--- src/rtl/array_18_port_ctrl_if.sv ---
// rtl/array_18_port_ctrl_if.sv - client request/response channel and RW0 macro port bundles
interface array_18_port_ctrl_if #(
    parameter int ADDR_W = 10,
    parameter int LANES  = 10,
    parameter int LANE_W = 18
);
    localparam int DATA_W = LANES * LANE_W;

    logic              req_valid;
    logic              req_ready;
    logic              req_write;
    logic [ADDR_W-1:0] req_addr;
    logic [LANES-1:0]  req_mask;
    logic [DATA_W-1:0] req_data;
    logic              resp_valid;
    logic              resp_ready;
    logic [DATA_W-1:0] resp_data;

    modport master (
        output req_valid, req_write, req_addr, req_mask, req_data, resp_ready,
        input  req_ready, resp_valid, resp_data
    );
    modport slave (
        input  req_valid, req_write, req_addr, req_mask, req_data, resp_ready,
        output req_ready, resp_valid, resp_data
    );
endinterface

interface array_18_rw_if #(
    parameter int ADDR_W = 10,
    parameter int LANES  = 10,
    parameter int LANE_W = 18
);
    localparam int DATA_W = LANES * LANE_W;

    logic [ADDR_W-1:0] RW0_addr;
    logic              RW0_en;
    logic              RW0_wmode;
    logic [LANES-1:0]  RW0_wmask;
    logic [DATA_W-1:0] RW0_wdata;
    logic [DATA_W-1:0] RW0_rdata;

    modport master (
        output RW0_addr, RW0_en, RW0_wmode, RW0_wmask, RW0_wdata,
        input  RW0_rdata
    );
    modport slave (
        input  RW0_addr, RW0_en, RW0_wmode, RW0_wmask, RW0_wdata,
        output RW0_rdata
    );
endinterface

--- src/rtl/array_18_port_ctrl.sv ---
// rtl/array_18_port_ctrl.sv - zero-filling request controller for a 1024x180 RW0 array macro
module array_18_port_ctrl #(
    parameter int ADDR_W = 10,
    parameter int LANES  = 10,
    parameter int LANE_W = 18
) (
    input  logic                clock,
    input  logic                reset_n,
    array_18_port_ctrl_if.slave req_if,
    array_18_rw_if.master       rw_if,
    output logic                init_done
);
    localparam int DATA_W = LANES * LANE_W;

    typedef enum logic {ST_INIT = 1'b0, ST_RUN = 1'b1} state_t;

    state_t            state_q, state_d;
    logic [ADDR_W-1:0] cnt_q, cnt_d;
    logic              inflight_q, inflight_d;
    logic [1:0]        occ_q, occ_d;
    logic [1:0]        rd_ptr_q, rd_ptr_d;
    logic [1:0]        wr_ptr_q, wr_ptr_d;
    logic [DATA_W-1:0] fifo_q [3];

    logic [2:0]        credit;
    logic              run;
    logic              accept;
    logic              en_raw;
    logic              push;
    logic              pop;

    function automatic logic [1:0] ptr_inc(input logic [1:0] p);
        return (p == 2'd2) ? 2'd0 : p + 2'd1;
    endfunction

    always_ff @(posedge clock or negedge reset_n) begin
        if (!reset_n) begin
            state_q <= ST_INIT;
        end else begin
            state_q <= state_d;
        end
    end

    always_comb begin
        state_d = state_q;
        cnt_d   = cnt_q;
        if (state_q == ST_INIT) begin
            cnt_d = cnt_q + 1'b1;
            if (cnt_q == {ADDR_W{1'b1}}) begin
                state_d = ST_RUN;
            end
        end
    end

    // A pending read occupies a credit so the queue can always absorb the returning word.
    always_comb begin
        run              = (state_q == ST_RUN);
        credit           = {1'b0, occ_q} + {2'b00, inflight_q};
        req_if.req_ready = run && (credit < 3'd3);
        accept           = req_if.req_valid && req_if.req_ready;
        init_done        = run;
        if (run) begin
            rw_if.RW0_addr  = req_if.req_addr;
            en_raw          = accept;
            rw_if.RW0_wmode = req_if.req_write;
            rw_if.RW0_wmask = req_if.req_mask;
            rw_if.RW0_wdata = req_if.req_data;
        end else begin
            rw_if.RW0_addr  = cnt_q;
            en_raw          = 1'b1;
            rw_if.RW0_wmode = 1'b1;
            rw_if.RW0_wmask = {LANES{1'b1}};
            rw_if.RW0_wdata = '0;
        end
        // Macro enable must drop the instant reset asserts, even mid-sweep.
        rw_if.RW0_en = reset_n && en_raw;
    end

    always_comb begin
        push       = inflight_q;
        pop        = (occ_q != 2'd0) && req_if.resp_ready;
        inflight_d = accept && !req_if.req_write;
        rd_ptr_d   = pop  ? ptr_inc(rd_ptr_q) : rd_ptr_q;
        wr_ptr_d   = push ? ptr_inc(wr_ptr_q) : wr_ptr_q;
        case ({push, pop})
            2'b10:   occ_d = occ_q + 2'd1;
            2'b01:   occ_d = occ_q - 2'd1;
            default: occ_d = occ_q;
        endcase
    end

    always_ff @(posedge clock or negedge reset_n) begin
        if (!reset_n) begin
            cnt_q      <= '0;
            inflight_q <= 1'b0;
            occ_q      <= 2'd0;
            rd_ptr_q   <= 2'd0;
            wr_ptr_q   <= 2'd0;
        end else begin
            cnt_q      <= cnt_d;
            inflight_q <= inflight_d;
            occ_q      <= occ_d;
            rd_ptr_q   <= rd_ptr_d;
            wr_ptr_q   <= wr_ptr_d;
        end
    end

    // Read data lands one edge after the macro read; capture it straight into the queue.
    always_ff @(posedge clock) begin
        if (push) begin
            fifo_q[wr_ptr_q] <= rw_if.RW0_rdata;
        end
    end

    assign req_if.resp_valid = (occ_q != 2'd0);
    assign req_if.resp_data  = fifo_q[rd_ptr_q];

endmodule
--- src/flat_wrapper.sv ---
// flat-port wrapper written by rule: the top's interface ports become plain ports
module array_18_port_ctrl_flat 
#(
    parameter int ADDR_W = 10,
    parameter int LANES  = 10,
    parameter int LANE_W = 18
)
  (clock, reset_n, init_done, req_if_req_valid, req_if_req_write, req_if_req_addr, req_if_req_mask, req_if_req_data, req_if_resp_ready, req_if_req_ready, req_if_resp_valid, req_if_resp_data, rw_if_RW0_addr, rw_if_RW0_en, rw_if_RW0_wmode, rw_if_RW0_wmask, rw_if_RW0_wdata, rw_if_RW0_rdata);
  array_18_port_ctrl_if #(.ADDR_W(ADDR_W), .LANES(LANES), .LANE_W(LANE_W)) req_if_i ();
  array_18_rw_if #(.ADDR_W(ADDR_W), .LANES(LANES), .LANE_W(LANE_W)) rw_if_i ();
  input  logic clock;
  input  logic reset_n;
  output logic init_done;
  input wire logic [$bits(req_if_i.req_valid)-1:0] req_if_req_valid;
  input wire logic [$bits(req_if_i.req_write)-1:0] req_if_req_write;
  input wire logic [$bits(req_if_i.req_addr)-1:0] req_if_req_addr;
  input wire logic [$bits(req_if_i.req_mask)-1:0] req_if_req_mask;
  input wire logic [$bits(req_if_i.req_data)-1:0] req_if_req_data;
  input wire logic [$bits(req_if_i.resp_ready)-1:0] req_if_resp_ready;
  output wire logic [$bits(req_if_i.req_ready)-1:0] req_if_req_ready;
  output wire logic [$bits(req_if_i.resp_valid)-1:0] req_if_resp_valid;
  output wire logic [$bits(req_if_i.resp_data)-1:0] req_if_resp_data;
  output wire logic [$bits(rw_if_i.RW0_addr)-1:0] rw_if_RW0_addr;
  output wire logic [$bits(rw_if_i.RW0_en)-1:0] rw_if_RW0_en;
  output wire logic [$bits(rw_if_i.RW0_wmode)-1:0] rw_if_RW0_wmode;
  output wire logic [$bits(rw_if_i.RW0_wmask)-1:0] rw_if_RW0_wmask;
  output wire logic [$bits(rw_if_i.RW0_wdata)-1:0] rw_if_RW0_wdata;
  input wire logic [$bits(rw_if_i.RW0_rdata)-1:0] rw_if_RW0_rdata;
  assign req_if_i.req_valid = req_if_req_valid;
  assign req_if_i.req_write = req_if_req_write;
  assign req_if_i.req_addr = req_if_req_addr;
  assign req_if_i.req_mask = req_if_req_mask;
  assign req_if_i.req_data = req_if_req_data;
  assign req_if_i.resp_ready = req_if_resp_ready;
  assign req_if_req_ready = req_if_i.req_ready;
  assign req_if_resp_valid = req_if_i.resp_valid;
  assign req_if_resp_data = req_if_i.resp_data;
  assign rw_if_RW0_addr = rw_if_i.RW0_addr;
  assign rw_if_RW0_en = rw_if_i.RW0_en;
  assign rw_if_RW0_wmode = rw_if_i.RW0_wmode;
  assign rw_if_RW0_wmask = rw_if_i.RW0_wmask;
  assign rw_if_RW0_wdata = rw_if_i.RW0_wdata;
  assign rw_if_i.RW0_rdata = rw_if_RW0_rdata;
  array_18_port_ctrl #(.ADDR_W(ADDR_W), .LANES(LANES), .LANE_W(LANE_W)) u_core (.clock(clock), .reset_n(reset_n), .req_if(req_if_i), .rw_if(rw_if_i), .init_done(init_done));
endmodule
--- config.mk ---
export PLATFORM = sky130hd
export DESIGN_NAME = array_18_port_ctrl_flat
export DESIGN_NICKNAME = d
export VERILOG_FILES = /design/src/rtl/array_18_port_ctrl_if.sv /design/src/rtl/array_18_port_ctrl.sv /design/src/flat_wrapper.sv
export SDC_FILE = /design/constraint.sdc
export NUM_CORES = 1
export LEC_CHECK = 0
export BUFFER_PORTS_ARGS = -buffer_cell sky130_fd_sc_hd__buf_2
export CORE_AREA = 2 2 296 298
export CTS_CLUSTER_SIZE = 20
export DETAILED_ROUTE_END_ITERATION = 16
export DIE_AREA = 0 0 298 300
export HOLD_SLACK_MARGIN = 0.03
export PLACE_DENSITY_LB_ADDON = 0.08
export SLEW_MARGIN = 5
export SYNTH_ARGS = -nofsm -noshare
export SYNTH_HDL_FRONTEND = slang
export SYNTH_SLANG_ARGS = --single-unit
--- constraint.sdc ---
create_clock -name clock -period 17.8 [get_ports clock]
set_input_delay 0 -clock clock [delete_from_list [all_inputs] [get_ports clock]]
set_output_delay 0 -clock clock [all_outputs]
set_load 0.05 [all_outputs]
Yosys cells after proc, flatten, opt, wreduce, memory -nomap -nowiden --
Memories as Yosys holds them, arrays and structs flattened. Cells that the tools add are included.
Storage, ports and cells: input bits 385, memories 1, word-level logic and storage cells 39, memory bits (writable) 540, output and inout bits 385, flip-flop bits (word level) 18
Memory list:
- u_core.fifo_q | words 3, bits a word 180, read ports 1, clocked after memory_dff 0, write ports 1, line array_18_port_ctrl.sv:23 | logic [DATA_W-1:0] fifo_q [3];
Cells by class: eq/ne operators 5, reduce and logical (&&, ||, !) cells 8, $add $sub $neg 6, $lt $le $gt $ge 1, multiplexer cells 12
Operator list (count):
- 180-bit two-way mux | 1
- 10-bit two-way mux | 2
- 10-bit by 1-bit adder with 10-bit output (second input constant) | 1
- 10-bit equality test (second input constant) | 1
- 2-bit by 1-bit adder with 2-bit output (second input constant) | 3
- 2-bit equality test (second input constant) | 3
- 1-bit two-way mux | 6
- 1-bit logical AND | 5
- 2-bit two-way mux | 2
- 2-bit one-hot mux with 2 select lines | 1
- 2-bit nonzero test | 2
- 2-bit by 1-bit adder with 3-bit output | 1
- 3-bit by 2-bit less-than comparator with 1-bit output (second input constant) | 1
- 2-bit by 1-bit equality test with 1-bit output (second input constant) | 1
- 2-bit by 1-bit subtractor with 2-bit output (second input constant) | 1
- 1-bit logical NOT | 1

Longest topological paths before layout --
word-level depth 6, mapped depth 6, gate-level depth less buffers 6

Worst setup path before layout --
No wires, ideal clock.
path kind register -> register, from register u_core.inflight_q, to memory u_core.fifo_q[2][0] (netlist bit) (enable), buffers on the path 0, period minus slack after synthesis 14386 ps, data required time 16824 ps, arrival 13410 ps, stages on the path, launching flop included 3, slack 3414 ps, setup time 976 ps, cell sequence dfrtp_1 inv_1 nor3b_1
Between the ends: cells in the longest elaborated chain, start to end 2
RTL lines:
- from (decl) | line array_18_port_ctrl.sv:19 | logic inflight_q, inflight_d;
- from (signal assigned) | line array_18_port_ctrl.sv:101 | inflight_q <= inflight_d;
- 1-bit two-way mux | line array_18_port_ctrl.sv:110 | if (push) begin
- 1-bit two-way mux (not written as such) | line array_18_port_ctrl.sv:111 | fifo_q[wr_ptr_q] <= rw_if.RW0_rdata;
- to (decl) | line array_18_port_ctrl.sv:23
No other way between the ends.

Worst setup path in the final report --
from register u_core.state_q, in the netlist u_core.init_done, to output port rw_if_RW0_addr[6]
Between the ends: cells in the longest elaborated chain, start to end 1
RTL lines:
- from (decl) | line array_18_port_ctrl.sv:17 | state_t state_q, state_d;
- from (signal assigned) | line array_18_port_ctrl.sv:40 | state_q <= state_d;
- 10-bit two-way mux | line array_18_port_ctrl.sv:62 | if (run) begin
- to (decl) | line flat_wrapper.sv:23 | output wire logic [$bits(rw_if_i.RW0_addr)-1:0] rw_if_RW0_addr;
No other way between the ends.

==> results.tsv <==
metric	value	unit
fin_crit_sh	19.32	%
netSwitchingFraction	40.28	%
hold_viol	0	
cts_max_path_buffers	3	
dp_slack	14.42	ns
min_from	rw_if_RW0_rdata[1]	
worst_slack	14.36	ns
tightest_slew	1.066	ns
worstPathCellList	buf_4 > buf_4 > mux2_2 > buf_2	
critPathMaxFanout	100	
worstPathArrival	3.44	ns
numPortBuffers	769	
intPower	0.002549	W
drive_gt1_share	36.35	%
first_pass_iters	4	
synth_nets	1827	
synth.avg_cell_area	15.55	sq um
min_path_cells	2	
critPathRequiredTime	17.80	ns
status	finished, final reports clean	
maxCapViolCount	0	
clk_latency	0.61	ns
max_slew_margin	28.30	%
post-dp-hpwl	75.61	mm
crit_path_max_incr_delay	0.77	ns
cts_buffers	67	
p_seq_share	34.8	%
yosysSeqAreaShare	74.54	%
most-common-layout-cells	769 x buf_2, 540 x edfxtp_1, 185 x nand2_1, 185 x dlygate4sd3_1, 181 x and2_1	
ir_drop	0.1285	mV
clkSinkCount	558	
slowest_stage	buf_4	
p_per_area	137.0	nW/um^2
layout.cells.most_common	buf_2	
finClkSkew	0.01323	ns
rsz0062_at_grt	false	
leakagePower	12.39	nW
worst_path_dominant_cell_family	buffers and inverters	
totalWireLength	98.82	mm
vias_per_cell	4.292	
grt_pass1_wl	132.0	mm
synth_warnings	0	
syn_inst	1438	
post-cts-setup-buffers	0	
p_sw	0.001719	W
grt_use_total	21.62	%
grt_pass1_vias	15790	
slew_viol_final	0	
wl_per_cell	27.34	um
rr_endpoint	u_core.fifo_q[1][9]$_DFFE_PP_	
die-area	89400	sq um
reg2reg_slack	14.59	ns
r2r_start	u_core.wr_ptr_q[0]$_DFFE_PN0P_	
grt_overflow	0	
htreeDepth	3	
p_clk_share	29.7	%
max_freq	0.2908	GHz
io_pins	770	
gp_congestion	1.037	
start_util	25.93	%
crit_type	register to output pin	
tns	0	ns
area_growth	39.32	%
hp-class	primary input to register	
path_clk_slew	0.06	ns
setup_violations	0	
synthFlopType	edfxtp_1	
cts-root-buf	clkbuf_16	
worst_hold_path.endpoint	u_core.fifo_q[2][1]$_DFFE_PP_	
cts_tree	yes	
synth-edff-count	540	
final_core_util	36.13	%
whs	0.1300	ns
start_kind	register	
reg2reg_depth	4	
drc	0	
ant_nets	0	
end_kind	output pin	
power	0.004268	W
fp-row-count	108	
vias	15520	
ys_ff_latch	558	
die_y	300	um
grt_antenna_before_repair	70	
syn_area	22360	sq um
min_period	3.439	ns
synthArstFlopShare	3.226	%
path_buf_inv	3	
grt_start_max_net_pins	213	
core	86210	sq um
p_comb_share	35.5	%
synth_cell_types	33	
fin_nets	2781	
drt-initial-drc-count	854	
crit_top_cell	buf_4	
die_x	298	um
[kinds of logic (layout without fill, tap and decap cells)]
| group | after synthesis | in the layout | synth area share (%) |
|---|---|---|---|
| muxes | 191 | 191 | 8.612 |
| AOI/OAI and AO/OA | 188 | 188 | 4.264 |
| xor gates and xnor gates | 12 | 12 | 0.4701 |
| DFF | 558 | 558 | 74.54 |
| and+or+nand+nor | 398 | 398 | 9.054 |
| other | 0 | 20 | 0 |
| buffers and inverters | 87 | 1089 | 2.837 |
| adders and majority gates | 4 | 4 | 0.2238 |
[power groups by stage]
stage	clock (W)	sequential (W)	combinational [W]
5_1_grt	0.00137	0.00149	0.00160
2_1_floorplan	0	0.00148	0.00115
3_3_place_gp	0	0.00151	0.00150
6_report	0.00127	0.00149	0.00151
3_5_place_dp	0	0.00151	0.00150
4_1_cts	0.00131	0.00149	0.00154
[cell type report]
type                       count  area (sq um)
timing repair buffer         969          5851
clock buffer                  79          1743
tap                         1155          1445
sequential                   558         16680
clock inverter                38         297.8
fill                        8599         55060
inverter                       3         11.26
antenna                       20         50.05
multi-input combinational    793          5076
[state kept, by name (all words and copies together), names as in the netlist]
signal,cells
u_core.fifo_q,540
u_core.cnt_q,10
u_core.occ_q,2
u_core.rd_ptr_q,2
u_core.wr_ptr_q,2
u_core.inflight_q,1
u_core.init_done,1
[cell usage after synthesis (5+ instances only)]
| library cell | count | area, sq um |
|---|---|---|
| edfxtp_1 | 540 | 16220 |
| nand2_1 | 185 | 694.4 |
| and2_1 | 181 | 1132 |
| mux2i_1 | 180 | 1802 |
| o21ai_1 | 170 | 850.8 |
| clkbuf_1 | 24 | 90.09 |
| buf_2 | 23 | 115.1 |
| dfrtp_1 | 18 | 450.4 |
| buf_8 | 16 | 240.2 |
| o21ai_0 | 13 | 65.06 |
| mux2_2 | 11 | 123.9 |
| nand2b_1 | 11 | 68.82 |
| clkbuf_2 | 10 | 50.05 |
| xnor2_1 | 7 | 61.31 |
| buf_4 | 6 | 45.04 |
| xor2_1 | 5 | 43.79 |
[how the worst max path moves through the flow]
stage                              startpoint                              to  slack (ns)  depth (start not counted)
2_1_floorplan     u_core.inflight_q$_DFF_PN0_   u_core.fifo_q[2][0]$_DFFE_PP_        3.41                          2
6_report           u_core.init_done$_DFF_PN0_               rw_if_RW0_addr[6]       14.36                          4
3_3_place_gp   u_core.wr_ptr_q[0]$_DFFE_PN0P_  u_core.fifo_q[1][24]$_DFFE_PP_       14.37                          4
4_1_cts            u_core.init_done$_DFF_PN0_               rw_if_RW0_addr[6]       14.21                          4
3_5_place_dp   u_core.wr_ptr_q[0]$_DFFE_PN0P_  u_core.fifo_q[1][24]$_DFFE_PP_       14.42                          4
5_1_grt            u_core.init_done$_DFF_PN0_               rw_if_RW0_addr[6]       14.07                          4
[per-stage QoR]
stage	cell area, sq um	std cells
2_1_floorplan	22360	1438
3_3_place_gp	27210	3293
3_5_place_dp	27210	3293
4_1_cts	31100	3595
5_1_grt	31140	3609
6_report	31150	3615
[layer usage]
layer  part of all wire (%)  global-route usage (%)  wire, um
met5                   0.10                       0       101
met3                    6.0                   6.041      5914
met1                     38                   23.66     37230
met4                    3.3                   7.119      3274
met2                     53                   40.09     52290
[timing repair]
item / CTS / global route
hold buffers: 185 / 0
resized for setup: 0 / 0
endpoints found under the hold margin: 561 / 0
(Power assumes the default switching activity.)
